### config.mk
export PLATFORM = sky130hd
export DESIGN_NAME = floor_tracker_flat
export DESIGN_NICKNAME = d
export VERILOG_FILES = /design/src/rtl/floor_tracker_if.sv /design/src/rtl/floor_tracker.sv /design/src/flat_wrapper.sv
export SDC_FILE = /design/constraint.sdc
export NUM_CORES = 1
export LEC_CHECK = 0
export ABC_AREA = 1
export CORE_AREA = 2 2 90 92
export DETAILED_ROUTE_END_ITERATION = 16
export DIE_AREA = 0 0 92 94
export HOLD_SLACK_MARGIN = 0.15
export MAX_ROUTING_LAYER = met4
export PLACE_DENSITY_LB_ADDON = 0.25
export SETUP_SLACK_MARGIN = 0.2
export SLEW_MARGIN = 20
export SYNTH_ARGS = -nofsm -noshare
export SYNTH_HDL_FRONTEND = slang
export SYNTH_SLANG_ARGS = --single-unit
### constraint.sdc
create_clock -name clk -period 6.1 [get_ports clk]
set_input_delay 1.22 -clock clk [delete_from_list [all_inputs] [get_ports clk]]
set_output_delay 1.22 -clock clk [all_outputs]
set_load 0.02 [all_outputs]
### src/rtl/floor_tracker_if.sv
// floor_tracker_if: hoistway sensor inputs and conditioned position outputs of the floor tracker
interface floor_tracker_if #(parameter int FLOORS = 5, parameter int FLW = 3);
  logic [FLOORS-1:0] in_snsr;
  logic [FLOORS-1:0] out_snsr;
  logic [FLW-1:0] floor;
  logic floor_valid;
  logic aligned;
  logic arrive;
  logic depart;
  logic travel_dir;
  logic fault;
  modport master (
    input in_snsr, out_snsr,
    output floor, floor_valid, aligned, arrive, depart, travel_dir, fault
  );
  modport slave (
    output in_snsr, out_snsr,
    input floor, floor_valid, aligned, arrive, depart, travel_dir, fault
  );
endinterface

### src/rtl/floor_tracker.sv
// floor_tracker: debounces hoistway sensors and tracks car position with a sensor-sequence FSM
module floor_tracker #(
  parameter int FLOORS = 5,
  parameter int FLW = 3,
  parameter int DEBOUNCE = 2
) (
  input logic clk,
  input logic reset,
  floor_tracker_if.master bus
);
  localparam int CW = $clog2(DEBOUNCE + 1);
  localparam logic [CW-1:0] LIM = CW'(DEBOUNCE - 1);
  typedef enum logic [2:0] {INIT, ALIGNED, LEAVING, BETWEEN, APPROACH, FAULT} state_t;
  state_t state;
  logic [FLOORS-1:0] si1, si2, so1, so2, fi, fo, fi_d, fo_d;
  logic [CW-1:0] ci [FLOORS];
  logic [CW-1:0] co [FLOORS];
  logic [FLOORS-1:0] fi_rise, fi_fall, fo_rise, fo_fall, kmask, cmask;
  logic [FLW-1:0] floor_q, cand, ix, rj;
  logic arrive_q, depart_q, dir_q, multi, bad_fo, gfault;
  always_ff @(posedge clk) begin
    if (reset) begin
      si1 <= '0;
      si2 <= '0;
      so1 <= '0;
      so2 <= '0;
      fi <= '0;
      fo <= '0;
      fi_d <= '0;
      fo_d <= '0;
      for (int i = 0; i < FLOORS; i++) begin
        ci[i] <= '0;
        co[i] <= '0;
      end
    end else begin
      si1 <= bus.in_snsr;
      si2 <= si1;
      so1 <= bus.out_snsr;
      so2 <= so1;
      fi_d <= fi;
      fo_d <= fo;
      // a bit flips only after differing for DEBOUNCE consecutive cycles
      for (int i = 0; i < FLOORS; i++) begin
        ci[i] <= (si2[i] == fi[i] || ci[i] == LIM) ? '0 : ci[i] + CW'(1);
        co[i] <= (so2[i] == fo[i] || co[i] == LIM) ? '0 : co[i] + CW'(1);
        if (si2[i] != fi[i] && ci[i] == LIM) fi[i] <= si2[i];
        if (so2[i] != fo[i] && co[i] == LIM) fo[i] <= so2[i];
      end
    end
  end
  assign fi_rise = fi & ~fi_d;
  assign fi_fall = ~fi & fi_d;
  assign fo_rise = fo & ~fo_d;
  assign fo_fall = ~fo & fo_d;
  assign kmask = {{(FLOORS-1){1'b0}}, 1'b1} << floor_q;
  assign cmask = {{(FLOORS-1){1'b0}}, 1'b1} << cand;
  assign multi = (|(fi & (fi - 1'b1))) || (|(fo & (fo - 1'b1)));
  assign bad_fo = |(fo_rise & ~fi & ~((state == LEAVING) ? kmask : '0));
  assign gfault = (state != INIT) && (multi || bad_fo);
  always_comb begin
    ix = '0;
    rj = '0;
    for (int i = 0; i < FLOORS; i++) begin
      if (fi[i]) ix = FLW'(i);
      if (fi_rise[i]) rj = FLW'(i);
    end
  end
  always_ff @(posedge clk) begin
    if (reset) begin
      state <= INIT;
      floor_q <= '0;
      cand <= '0;
      arrive_q <= 1'b0;
      depart_q <= 1'b0;
      dir_q <= 1'b1;
    end else begin
      arrive_q <= 1'b0;
      depart_q <= 1'b0;
      if (gfault) state <= FAULT;
      else case (state)
        INIT: if (fi == fo && $onehot(fi)) begin
          state <= ALIGNED;
          floor_q <= ix;
          arrive_q <= 1'b1;
        end
        ALIGNED: if (|(fo_fall & kmask & fi)) state <= FAULT;
        else if (|(fi_fall & kmask)) begin
          state <= (|(fo & kmask)) ? LEAVING : BETWEEN;
          depart_q <= 1'b1;
        end
        LEAVING: if (|(fi_rise & kmask)) state <= ALIGNED;
        else if (|(fo_fall & kmask)) state <= BETWEEN;
        // no wrap-around: widened compares keep floor 0 and the top landing non-adjacent
        BETWEEN: if (|fi_rise) begin
          cand <= rj;
          state <= (int'(rj) == int'(floor_q) + 1 || int'(rj) + 1 == int'(floor_q) || rj == floor_q)
                   ? APPROACH : FAULT;
          if (int'(rj) == int'(floor_q) + 1) dir_q <= 1'b1;
          else if (int'(rj) + 1 == int'(floor_q)) dir_q <= 1'b0;
        end
        APPROACH: if (|(fo_rise & cmask & fi)) begin
          state <= ALIGNED;
          floor_q <= cand;
          arrive_q <= 1'b1;
        end else if (|(fi_fall & cmask)) state <= BETWEEN;
        default: state <= FAULT;
      endcase
    end
  end
  assign bus.floor = floor_q;
  assign bus.floor_valid = state inside {ALIGNED, LEAVING, BETWEEN, APPROACH};
  assign bus.aligned = state == ALIGNED;
  assign bus.arrive = arrive_q;
  assign bus.depart = depart_q;
  assign bus.travel_dir = dir_q;
  assign bus.fault = state == FAULT;
endmodule

### src/flat_wrapper.sv
// flat-port wrapper written by rule: the top's interface ports become plain ports
module floor_tracker_flat 
#(
  parameter int FLOORS = 5,
  parameter int FLW = 3,
  parameter int DEBOUNCE = 2
)
  (clk, reset, bus_in_snsr, bus_out_snsr, bus_floor, bus_floor_valid, bus_aligned, bus_arrive, bus_depart, bus_travel_dir, bus_fault);
  floor_tracker_if #(.FLOORS(FLOORS), .FLW(FLW)) bus_i ();
  input logic clk;
  input logic reset;
  input wire logic [$bits(bus_i.in_snsr)-1:0] bus_in_snsr;
  input wire logic [$bits(bus_i.out_snsr)-1:0] bus_out_snsr;
  output wire logic [$bits(bus_i.floor)-1:0] bus_floor;
  output wire logic [$bits(bus_i.floor_valid)-1:0] bus_floor_valid;
  output wire logic [$bits(bus_i.aligned)-1:0] bus_aligned;
  output wire logic [$bits(bus_i.arrive)-1:0] bus_arrive;
  output wire logic [$bits(bus_i.depart)-1:0] bus_depart;
  output wire logic [$bits(bus_i.travel_dir)-1:0] bus_travel_dir;
  output wire logic [$bits(bus_i.fault)-1:0] bus_fault;
  assign bus_i.in_snsr = bus_in_snsr;
  assign bus_i.out_snsr = bus_out_snsr;
  assign bus_floor = bus_i.floor;
  assign bus_floor_valid = bus_i.floor_valid;
  assign bus_aligned = bus_i.aligned;
  assign bus_arrive = bus_i.arrive;
  assign bus_depart = bus_i.depart;
  assign bus_travel_dir = bus_i.travel_dir;
  assign bus_fault = bus_i.fault;
  floor_tracker #(.FLOORS(FLOORS), .FLW(FLW), .DEBOUNCE(DEBOUNCE)) u_core (.clk(clk), .reset(reset), .bus(bus_i));
endmodule
# --- Word level (Yosys, flattened, before mapping) ---
# Memory sizes are Yosys's and may differ from the RTL's.
# Index checks and enable logic that the tools add are counted.
totals:
  wordCells: 231
  n_memories: 2
  inputBits: 12
  regBits: 52
  out_inout_bits: 9
  ram_bits: 20
op_classes:
  mux: 53
  n_reduce_logical: 49
  add_sub_neg: 18
  bitwise_logic: 33
  eq_ne: 51
  shifts: 2
memory_table:
  columns: ["memory", "depth", "width", "rd", "rd_ports_with_merged_regs", "wr", "line", "rtl"]
  rows:
  - ["u_core.ci", 5, 2, 5, 0, 5, "floor_tracker.sv:16", "logic [CW-1:0] ci [FLOORS];"]
  - ["u_core.co", 5, 2, 5, 0, 5, "floor_tracker.sv:17", "logic [CW-1:0] co [FLOORS];"]
op_table:
  columns: ["operator", "count"]
  rows:
  - ["5-bit bitwise AND", 16]
  - ["5-bit OR reduction", 11]
  - ["2-bit 2-to-1 mux", 24]
  - ["3-bit 2-to-1 mux", 13]
  - ["32-bit by 4-bit == test with 1-bit output", 1]
  - ["4-bit by 32-bit == test with 1-bit output", 1]
  - ["5-bit inverter", 5]
  - ["2-bit by 1-bit adder with 2-bit output (second input constant)", 10]
  - ["2-bit by 1-bit == test with 1-bit output (second input constant)", 10]
  - ["3-bit case mux with 5 select lines", 1]
  - ["1-bit logical OR", 14]
  - ["1-bit logical AND", 12]
  - ["1-bit 2-to-1 mux", 12]
  - ["3-bit by 1-bit inequality test with 1-bit output (second input constant)", 4]
  - ["1-bit == test", 10]
  - ["1-bit inequality test", 10]
  - ["1-bit bitwise OR", 10]
  - ["5-bit AND reduction", 2]
  - ["1-bit by 3-bit left shift with 5-bit output (first input constant)", 2]
  - ["5-bit by 1-bit subtractor with 5-bit output (second input constant)", 2]
  - ["3-bit by 1-bit adder with 4-bit output (second input constant)", 2]
  - ["4-bit by 1-bit inequality test with 1-bit output (second input constant)", 2]
  - ["4-bit AND reduction", 2]
  - ["8-bit OR reduction", 1]
  - ["21 further kinds", 29]

# --- Logic depth before layout (Yosys ltp) ---
# Gate-level depths: netlist (run 1).
depth:
  ltp_word: 14
  mapped_depth: 16
  mapped_depth_nobuf: 15

# --- Worst setup path before layout (run 1) ---
# Ideal clock, no wire load.
synth_path:
  path_kind: "register to register"
  start: "register u_core.fi[2]"
  end: "register u_core.state[2]"
  t_arrival_ns: 2.326
  required_ns: 5.987
  period_less_slack_ns: 2.439
  slack_ns: 3.661
  setup_ns: 0.113
  stages_incl_launch_ff: 15
  path_buffers: 1
  cell_sequence: "dfxtp_1 buf_2 inv_1 ha_1 fa_1 inv_1 fa_1 nand3_1 a21oi_1 nand3_1 nand2_1 nand3_2 nand2_1 nor2_1 nor2_1"
synth_between:
  elab_chain_len: 8
  elab_cells_between_ends: 40
  cone_classes: "add/sub: 4; eq/ne: 7; mux: 5; bitwise: 11; reduce/logical: 13"
synth_lines:
  columns: ["element", "line", "rtl"]
  rows:
  - ["start: declaration", "floor_tracker.sv:15", "logic [FLOORS-1:0] si1, si2, so1, so2, fi, fo, fi_d, fo_d;"]
  - ["start signal: assignment", "floor_tracker.sv:27", "fi <= '0;"]
  - ["parallel branches: the longest is 8 deep, another holds 3-bit adder", null, null]
  - ["end signal: assignment", "floor_tracker.sv:88", "state <= (|(fo & kmask)) ? LEAVING : BETWEEN;"]
  - ["end signal: assignment", "floor_tracker.sv:96", "state <= (int'(rj) == int'(floor_q) + 1 || int'(rj) + 1 == int'(floor_q) || rj == floor_q)"]
  - ["end: declaration", "floor_tracker.sv:14", "state_t state;"]
# Parallel ways; which one is timed is not known.
# A chain may end at the register's enable or synchronous reset.

# --- Final worst setup path (run 1) ---
layout_path:
  start: "register u_core.state[2]"
  end: "output port bus_floor_valid"
layout_between:
  elab_chain_len: 2
  elab_cells_between_ends: 5
  cone_classes: "eq/ne: 4; reduce/logical: 1"
layout_lines:
  columns: ["element", "line", "rtl"]
  rows:
  - ["3-bit by 1-bit == test with 1-bit output (tied with other cells)", "floor_tracker.sv:111", "assign bus.floor_valid = state inside {ALIGNED, LEAVING, BETWEEN, APPROACH};"]
  - ["4-bit nonzero test (*)", "floor_tracker.sv:111", null]
  - ["end: declaration", "flat_wrapper.sv:15", "output wire logic [$bits(bus_i.floor_valid)-1:0] bus_floor_valid;"]
# Mark *: on every way between the ends. The rest lies on a longest branch, timed or not.

==> qor.csv, run 1 <==
metric,value,unit
"FF+latch count, synth",72,
total power,1360,uW
register area share after synthesis,38.7,%
TritonCTS clock tree,built,
post-synthesis async set-or-reset flop share,0,%
post_cts resized,0,
final core occ,56.0,%
final std cells w/o fill,669,
DRT iter0 DRCs,202,
Worst Path Arrival,2.13,ns
kind of critical path,reg2out,
Core Rows,32,
maximum vdd ir drop,178,uV
Simple-Gate Fraction of Synth Area,30.5,%
"worst slack, placed",2.70,ns
insertion delay of the later-clocked pin in the worst-skew pair,0.34,ns
total leakage power,0.00194,uW
Synth Area in Adders,8.12,%
Tot GR Track Use,21.4,%
Final Hold Fails,0,
CTS buffer count,9,
Final period util,54.9,%
ys flop type,dfxtp_1,
RePlAce Congestion,0.940,
detailed placer's ending HPWL,6080,um
XOR/XNOR Fraction of Synth Area,0.705,%
Die Span X,92,um
number of synthesis warnings,0,
drt first pass iters,5,
CP Capture Type,primary output,
CTS sink count,72,
Post-synth EDFFs,0,
DRC violations left,0,
final setup TNS,0,ns
Hold Buf Count CTS,0,
Syn Area/Cell,6.88,um2
register area,1440,um2
clk_skew,0.00954,ns
max-cap violation count,0,
CP max FO,5,
largest net degree at the start of global routing,35,
Cell variety after synth,34,
initial antenna violation count,0,
largest family of logic cells by synthesized area,simple AND/OR/NAND/NOR gates,
mux contribution to synthesized area,0,%
number of endpoints failing setup at the final stage,0,
PortBufs,20,
Layout area overhead,14.3,%
Mapped Nets,577,
first-pass GRT wire length,14300,um
H-tree lvl count,3,
Worst EP required,4.88,ns
n_diodes,0,
Tmin final,3.35,ns
"CTS clk-pin slew, worst paths",0.08,ns
routed vias/inst,4.97,
final wirelength,8180,um
Vias,3323,
multi-input logic area,1860,um2
Longest Clk Path Bufs,2,
Initial Utilization,49.0,%
die height,94,um
registers with the most flip-flops,"u_core.ci: 10 flops, u_core.co: 10 flops",
Nets,597,
core area,7610,um2
grt ovf,0,
"Slew Viols, Final",0,
vias in the first global route,3181,
Compound-Gate Fraction of Synth Area,10.5,%
routed len/inst,12.2,um
HP Class,reg2reg,
I/O Pins,21,
RSZ-0062 raised after global routing,no,
outcome,"complete, no violations",
Slew Limit Headroom,49.6,%
Filler cells,746,
Setup Buffers After CTS,0,
crit start category,flip-flop,
PwrDens,319,nW/um2
Placed Cells,653,
share of post-route cells with drive strength above 1,7.94,%
maximum clock frequency,299,MHz
Die Area,8650,um2
"Cell Area, Synth",3730,um2
Slew @ Worst Pin,0.751,ns
DRT antenna net count,0,
Cells after Synth,542,
root buffer cell,clkbuf_8,
final worst setup slack,2.75,ns
## routing by layer
metal  vias up  wire [um]  track usage (%)  share of wire (%)
met5         -          0                -                  0
met3        24        380             3.93                4.6
li1       1725          -                -                  -
met2        85       3800             34.6                 46
met1      1489       3790             26.3                 46
met4         0        215             9.83                2.6
## cell families after synthesis
group / count (synthesis)
simple gates: 266
compound gates: 69
buf+inv: 109
xor+xnor: 3
flops: 72
fa+ha+maj: 23
## final timing paths
path                                 from                                to  slack, ns  depth (start not counted)
min              u_core.si1[2]$_SDFF_PP0_          u_core.si2[2]$_SDFF_PP0_       0.41                          2
max reg2reg     u_core.fi[3]$_SDFFE_PP0P_  u_core.bus.floor[2]$_SDFFE_PP0P_       3.12                         12
max          u_core.state[2]$_SDFFE_PP0P_                   bus_floor_valid       2.75                          5
min reg2reg      u_core.si1[2]$_SDFF_PP0_          u_core.si2[2]$_SDFF_PP0_       0.41                          2
## metrics by stage
stage / instance area (um2) / hold slack, ns
after floorplan: 3730 / 0.388
after global placement: 4010 / 0.392
after detailed placement: 4010 / 0.396
after CTS: 4260 / 0.409
after global routing: 4260 / 0.424
final: 4260 / 0.406
## synthesized netlist by cell type (2+ instances only)
cell	count	share of area, %
o211ai_1	10	2.0
nor2_2	2	0.34
nor2_1	118	12
inv_1	86	8.7
o21ai_0	12	1.6
clkinv_1	2	0.20
nand3_1	28	3.8
o22ai_1	3	0.50
clkbuf_1	6	0.60
nand3_2	2	0.54
nand2_4	2	0.60
nand2_1	89	9.0
nand2_2	7	1.2
buf_2	4	0.54
nor3_1	8	1.1
a21oi_1	29	3.9
nand4_1	5	0.84
ha_1	21	7.0
o21ai_1	10	1.3
inv_2	7	0.70
dfxtp_1	72	39
xor2_1	3	0.70
fa_1	2	1.1
buf_4	2	0.40
a21oi_2	3	0.70
## cells in the final DEF (no fill, tap or decap), types with 3 or more instances in the layout
master and n:
xor2_1 3, o211ai_1 10, o22ai_1 3, a21oi_1 29
nand3_1 28, bufinv_16 3, nor2_1 118, clkdlybuf4s50_1 20
inv_2 7, dfxtp_1 72, nand4_1 5, inv_1 86
nand2_1 89, o21ai_0 12, nor3_1 8, a21oi_2 3
clkbuf_8 11, nand2_2 7, ha_1 21, o21ai_1 10
## report_power, final
| group | switching, uW | leakage, uW | internal (uW) |
|---|---|---|---|
| logic | 226 | 0.00123 | 128 |
| registers | 37.0 | 0.000588 | 500 |
| clock network | 174 | 0.000126 | 293 |
| total | 437 | 0.00194 | 921 |
## critical path: stages, from the launching register on
cell and delay, ns:
dfxtp_1 0.45, inv_1 0.11, nor2_1 0.34, inv_1 0.19
nand3_1 0.10, clkdlybuf4s50_1 0.60
## final cells by class
cell class              instances  area share (%)
well taps                     102            3.00
clock inverters                 5            2.41
clock buffers                  11            3.55
flip-flops and latches         72            33.8
multi-input cells             361            43.6
inverters                      97            8.72
repair buffers                 21            4.88
(Power assumes the default switching activity.)
==> run 2, diff against run 1 <==
==> constraint.sdc (replaced) <==
create_clock -name clk -period 3.5 [get_ports clk]
set_input_delay 0.7 -clock clk [delete_from_list [all_inputs] [get_ports clk]]
set_output_delay 0.7 -clock clk [all_outputs]
set_load 0.02 [all_outputs]
==> qor.csv, run 2 (synthesis results as in run 1) <==
metric,value,unit
largest net degree at the start of global routing,34,
Tmin final,2.78,ns
Vias,3291,
DRC violations left,0,
switching portion of total power,33.4,%
NetSw,769,uW
R2R Setup Slk,0.72,ns
Gate power share,26.8,%
RePlAce Congestion,1.03,
Nets,598,
maximum clock frequency,360,MHz
Hold Path End,u_core.si2[1]$_SDFF_PP0_,
first-pass GRT wire length,14100,um
Initial Utilization,49.0,%
crit start category,flip-flop,
multi-input logic area,1860,um2
register area,1440,um2
hold depth,2,
PortBufs,20,
root buffer cell,clkbuf_8,
"commonest cells after routing, fill and taps aside","nor2_1 (118), nand2_1 (89), inv_1 (86)",
routed vias/inst,4.91,
Seq pwr share,40.4,%
"slowest stage delay, CP",0.53,ns
kind of critical path,reg2reg,
"commonest non-fill, non-tap cell in the layout",nor2_1,
Buf/Inv on CP,2,
most frequent CP cell,nand2_1,
Hold Buf Count CTS,0,
Filler cells,770,
Slew Limit Headroom,47.9,%
number of endpoints failing setup at the final stage,0,
Core Rows,32,
Placed Area,4010,um2
PwrDens,543,nW/um2
CP cell instances,inv_1 -> ha_1 -> fa_1 -> inv_1 -> fa_1 -> nand3_1 -> a21oi_1 -> nand3_1 -> nand2_1 -> nand3_2 -> nand2_1 -> nand2_1 -> nand2_1 -> nor2_1,
CTS buffer count,9,
Finished Cell Area,4250,um2
total leakage power,0.00194,uW
RSZ-0062 raised after global routing,no,
R2R cell count,14,
final wirelength,8360,um
Die Span X,92,um
routed len/inst,12.5,um
maximum vdd ir drop,273,uV
registers with the most flip-flops,"u_core.ci: 10 flops, u_core.co: 10 flops",
CP Capture Type,flip-flop,
detailed placer's ending HPWL,6250,um
R2R Path End,u_core.state[0]$_SDFFE_PP0P_,
CP max FO,11,
Internal,1540,uW
Tot GR Track Use,21.5,%
crit path launch,u_core.fi[2]$_SDFFE_PP0P_,
"CTS clk-pin slew, worst paths",0.08,ns
TritonCTS clock tree,built,
critical path's top delay family,adder cells,
CTS sink count,72,
core area,7610,um2
hold path start,u_core.si1[1]$_SDFF_PP0_,
Slew @ Worst Pin,0.777,ns
Slowest cell on crit path,dfxtp_1,
Worst R2R Start,u_core.fi[2]$_SDFFE_PP0P_,
final setup TNS,0,ns
H-tree lvl count,3,
die height,94,um
DRT iter0 DRCs,162,
drt first pass iters,4,
Longest Clk Path Bufs,2,
clk_skew,0.00879,ns
post_cts resized,0,
outcome,"complete, no violations",
max-cap violation count,0,
HP Class,reg2reg,
Worst EP required,3.78,ns
"Slew Viols, Final",0,
Final period util,79.4,%
initial antenna violation count,0,
Final Hold Fails,0,
n_diodes,0,
Setup Buffers After CTS,0,
insertion delay of the later-clocked pin in the worst-skew pair,0.34,ns
I/O Pins,21,
Clk pwr share,32.8,%
grt ovf,0,
Min Hold Slack,0.403,ns
Layout area overhead,13.9,%
Worst Path Arrival,3.06,ns
share of post-route cells with drive strength above 1,7.92,%
Die Area,8650,um2
DRT antenna net count,0,
vias in the first global route,3058,
==> run 2: how the worst max path moves through the flow <==
stage                                         to  slack [ns]  cells after the start
floorplan           u_core.state[2]$_SDFFE_PP0P_        1.06                     14
global placement    u_core.state[0]$_SDFFE_PP0P_        0.81                     14
detailed placement  u_core.state[0]$_SDFFE_PP0P_        0.77                     14
CTS                              bus_floor_valid        0.72                      5
global route        u_core.state[0]$_SDFFE_PP0P_        0.44                     14
finish              u_core.state[0]$_SDFFE_PP0P_        0.72                     14
==> run 2: layout make-up <==
class	instances	share of cell area (%)
multi-input cells	361	43.8
flip-flops and latches	72	34.0
inverters	97	8.75
repair buffers	22	5.07
clock buffers	12	3.65
well taps	102	3.01
clock inverters	4	1.80
==> run 2: per-layer routing <==
metal	share of wire, %	global-route usage, %
met1	47	26.2
met2	46	35.3
met3	4.3	4.17
met4	2.4	8.71
met5	0	-
==> run 2: tightest hold or removal path, delay by kind of cell, from the launching register on <==
kind,cells,cell delay [ns]
and+or+nand+nor,1,0.03
DFF,1,0.30
buffers and inverters,1,0.04
==> run 2: power groups by stage <==
stage	registers (uW)	clock network, uW	logic [uW]
after floorplan	939	0	454
after global placement	949	0	607
after detailed placement	951	0	612
after CTS	931	774	615
after global routing	940	809	707
final	932	756	618
==> run 2: stage by stage <==
stage | setup slack (ns) | instances | util (%) | total power [uW]
floorplan | 1.06 | 542 | - | 1390
global placement | 0.808 | 654 | 52.8 | 1560
detailed placement | 0.769 | 654 | 52.8 | 1560
CTS | 0.717 | 670 | 55.8 | 2320
global route | 0.445 | 670 | 55.8 | 2460
finish | 0.722 | 670 | 55.8 | 2310
==> run 3, diff against run 2 <==
==> constraint.sdc (replaced) <==
create_clock -name clk -period 2.3 [get_ports clk]
set_input_delay 0.46 -clock clk [delete_from_list [all_inputs] [get_ports clk]]
set_output_delay 0.46 -clock clk [all_outputs]
set_load 0.02 [all_outputs]
==> qor.csv, run 3 (synthesis results as in run 1) <==
metric,value,unit
H-tree lvl count,3,
DRC violations left,0,
first-pass GRT wire length,14000,um
n_diodes,0,
max-cap violation count,0,
routed vias/inst,4.91,
DRT antenna net count,0,
CP max FO,6,
Internal,2420,uW
registers with the most flip-flops,"u_core.ci: 10 flops, u_core.co: 10 flops",
Layout area overhead,18.5,%
CP Depth,12,
Buf/Inv on CP,2,
Slowest cell on crit path,fa_1,
Nets,612,
"commonest cells after routing, fill and taps aside","nor2_1 (118), nand2_1 (88), inv_1 (82)",
PwrDens,814,nW/um2
Worst Path Arrival,2.56,ns
RePlAce Congestion,1.04,
critical path's top delay family,adder cells,
Tot GR Track Use,21.3,%
RSZ-0062 raised after global routing,yes,
insertion delay of the later-clocked pin in the worst-skew pair,0.35,ns
R2R Setup Slk,-0.03,ns
PortBufs,20,
Worst R2R Start,u_core.fi[2]$_SDFFE_PP0P_,
Slew @ Worst Pin,0.367,ns
NetSw,1180,uW
core area,7610,um2
CP cell instances,inv_6 -> ha_4 -> fa_2 -> inv_2 -> fa_1 -> nand3_2 -> a21oi_2 -> nand3_2 -> o21ai_2 -> nand2_2 -> o21ai_1 -> a21oi_1,
R2R cell count,12,
final std cells w/o fill,683,
Worst EP required,2.54,ns
largest net degree at the start of global routing,32,
grt ovf,0,
"CTS clk-pin slew, worst paths",0.08,ns
share of post-route cells with drive strength above 1,13.1,%
Gate power share,28.2,%
Core Rows,32,
CP Capture Type,flip-flop,
crit start category,flip-flop,
CP endpoint,u_core.bus.floor[1]$_SDFFE_PP0P_,
final core occ,58.1,%
vias in the first global route,3078,
outcome,"finished, violations left",
Final Hold Fails,0,
TritonCTS clock tree,built,
Clk pwr share,32.7,%
Slew Limit Headroom,75.5,%
R2R Path End,u_core.bus.floor[1]$_SDFFE_PP0P_,
maximum vdd ir drop,424,uV
initial antenna violation count,0,
clk_skew,0.00709,ns
Vias,3356,
multi-input logic area,1910,um2
total leakage power,0.00202,uW
HP Class,reg2reg,
most frequent CP cell,nand3_2,
CTS sink count,72,
drt first pass iters,5,
crit path launch,u_core.fi[2]$_SDFFE_PP0P_,
Longest Clk Path Bufs,2,
"slowest stage delay, CP",0.48,ns
die height,94,um
Filler cells,712,
routed len/inst,12.1,um
CTS buffer count,9,
number of endpoints failing setup at the final stage,3,
final worst setup slack,-0.0275,ns
DRT iter0 DRCs,209,
I/O Pins,21,
violated checks,setup timing,
Final period util,101,%
"commonest non-fill, non-tap cell in the layout",nor2_1,
Die Area,8650,um2
detailed placer's ending HPWL,6280,um
register area,1450,um2
"Slew Viols, Final",0,
maximum clock frequency,430,MHz
kind of critical path,reg2reg,
switching portion of total power,32.9,%
Die Span X,92,um
final wirelength,8290,um
Tmin final,2.33,ns
Initial Utilization,49.0,%
Placed Cells,666,
root buffer cell,clkbuf_8,
Seq pwr share,39.1,%
-- run 3: layout make-up --
class                   instances  share of cell area (%)
clock inverters                 5                    2.41
inverters                      97                    8.58
repair buffers                 36                    7.19
clock buffers                  10                    2.89
multi-input cells             361                    43.3
flip-flops and latches         72                    32.8
well taps                     102                    2.89
-- run 3: worst min path at each step --
stage / slack [ns] / start / end / cells after the start
after detailed placement: 0.39 / u_core.so1[0]$_SDFF_PP0_ / u_core.so2[0]$_SDFF_PP0_ / 2
after global routing: 0.42 / u_core.so1[1]$_SDFF_PP0_ / u_core.so2[1]$_SDFF_PP0_ / 2
after floorplan: 0.39 / u_core.si1[0]$_SDFF_PP0_ / u_core.si2[0]$_SDFF_PP0_ / 2
final: 0.40 / u_core.so1[1]$_SDFF_PP0_ / u_core.so2[1]$_SDFF_PP0_ / 2
after CTS: 0.40 / u_core.si1[0]$_SDFF_PP0_ / u_core.si2[0]$_SDFF_PP0_ / 2
after global placement: 0.39 / u_core.si1[2]$_SDFF_PP0_ / u_core.si2[2]$_SDFF_PP0_ / 2
-- run 3: timing repair --
item                                    in CTS  in global routing
resized for setup                            5                  6
pin swaps                                    3                  4
endpoints found under the setup margin      10                 10
setup buffers                                1                  1
hold buffers                                 0                  0
-- run 3: per-stage QoR --
step	hold WS, ns	power (uW)	instance area [um2]	worst slack (ns)	TNS (ns)
2_1_floorplan	0.388	2140	3800	0.0739	0
3_3_place_gp	0.391	2410	4150	0.0449	0
3_5_place_dp	0.394	2440	4150	-0.00638	-0.00854
4_1_cts	0.401	3610	4390	-0.0206	-0.0497
5_1_grt	0.418	3820	4420	-0.126	-0.474
6_report	0.399	3600	4420	-0.0275	-0.0581
-- run 3: tightest hold or removal path, cell delays in order (launching register included) --
cell	delay, ns
dfxtp_1	0.30
inv_1	0.04
nor2_1	0.03
-- run 3: power by group through the flow --
stage	Combinational (uW)	Sequential, uW	Clock [uW]
2_1_floorplan	714	1430	0
3_3_place_gp	982	1430	0
3_5_place_dp	1000	1430	0
4_1_cts	992	1410	1210
5_1_grt	1150	1420	1250
6_report	1010	1410	1180
-- run 3: layer usage --
layer	track usage, %	vias to the layer above	part of all wire [%]
li1	-	1748	-
met1	24.1	1483	45
met2	35.4	99	47
met3	5.94	26	5.3
met4	9.33	0	2.6
met5	-	-	0
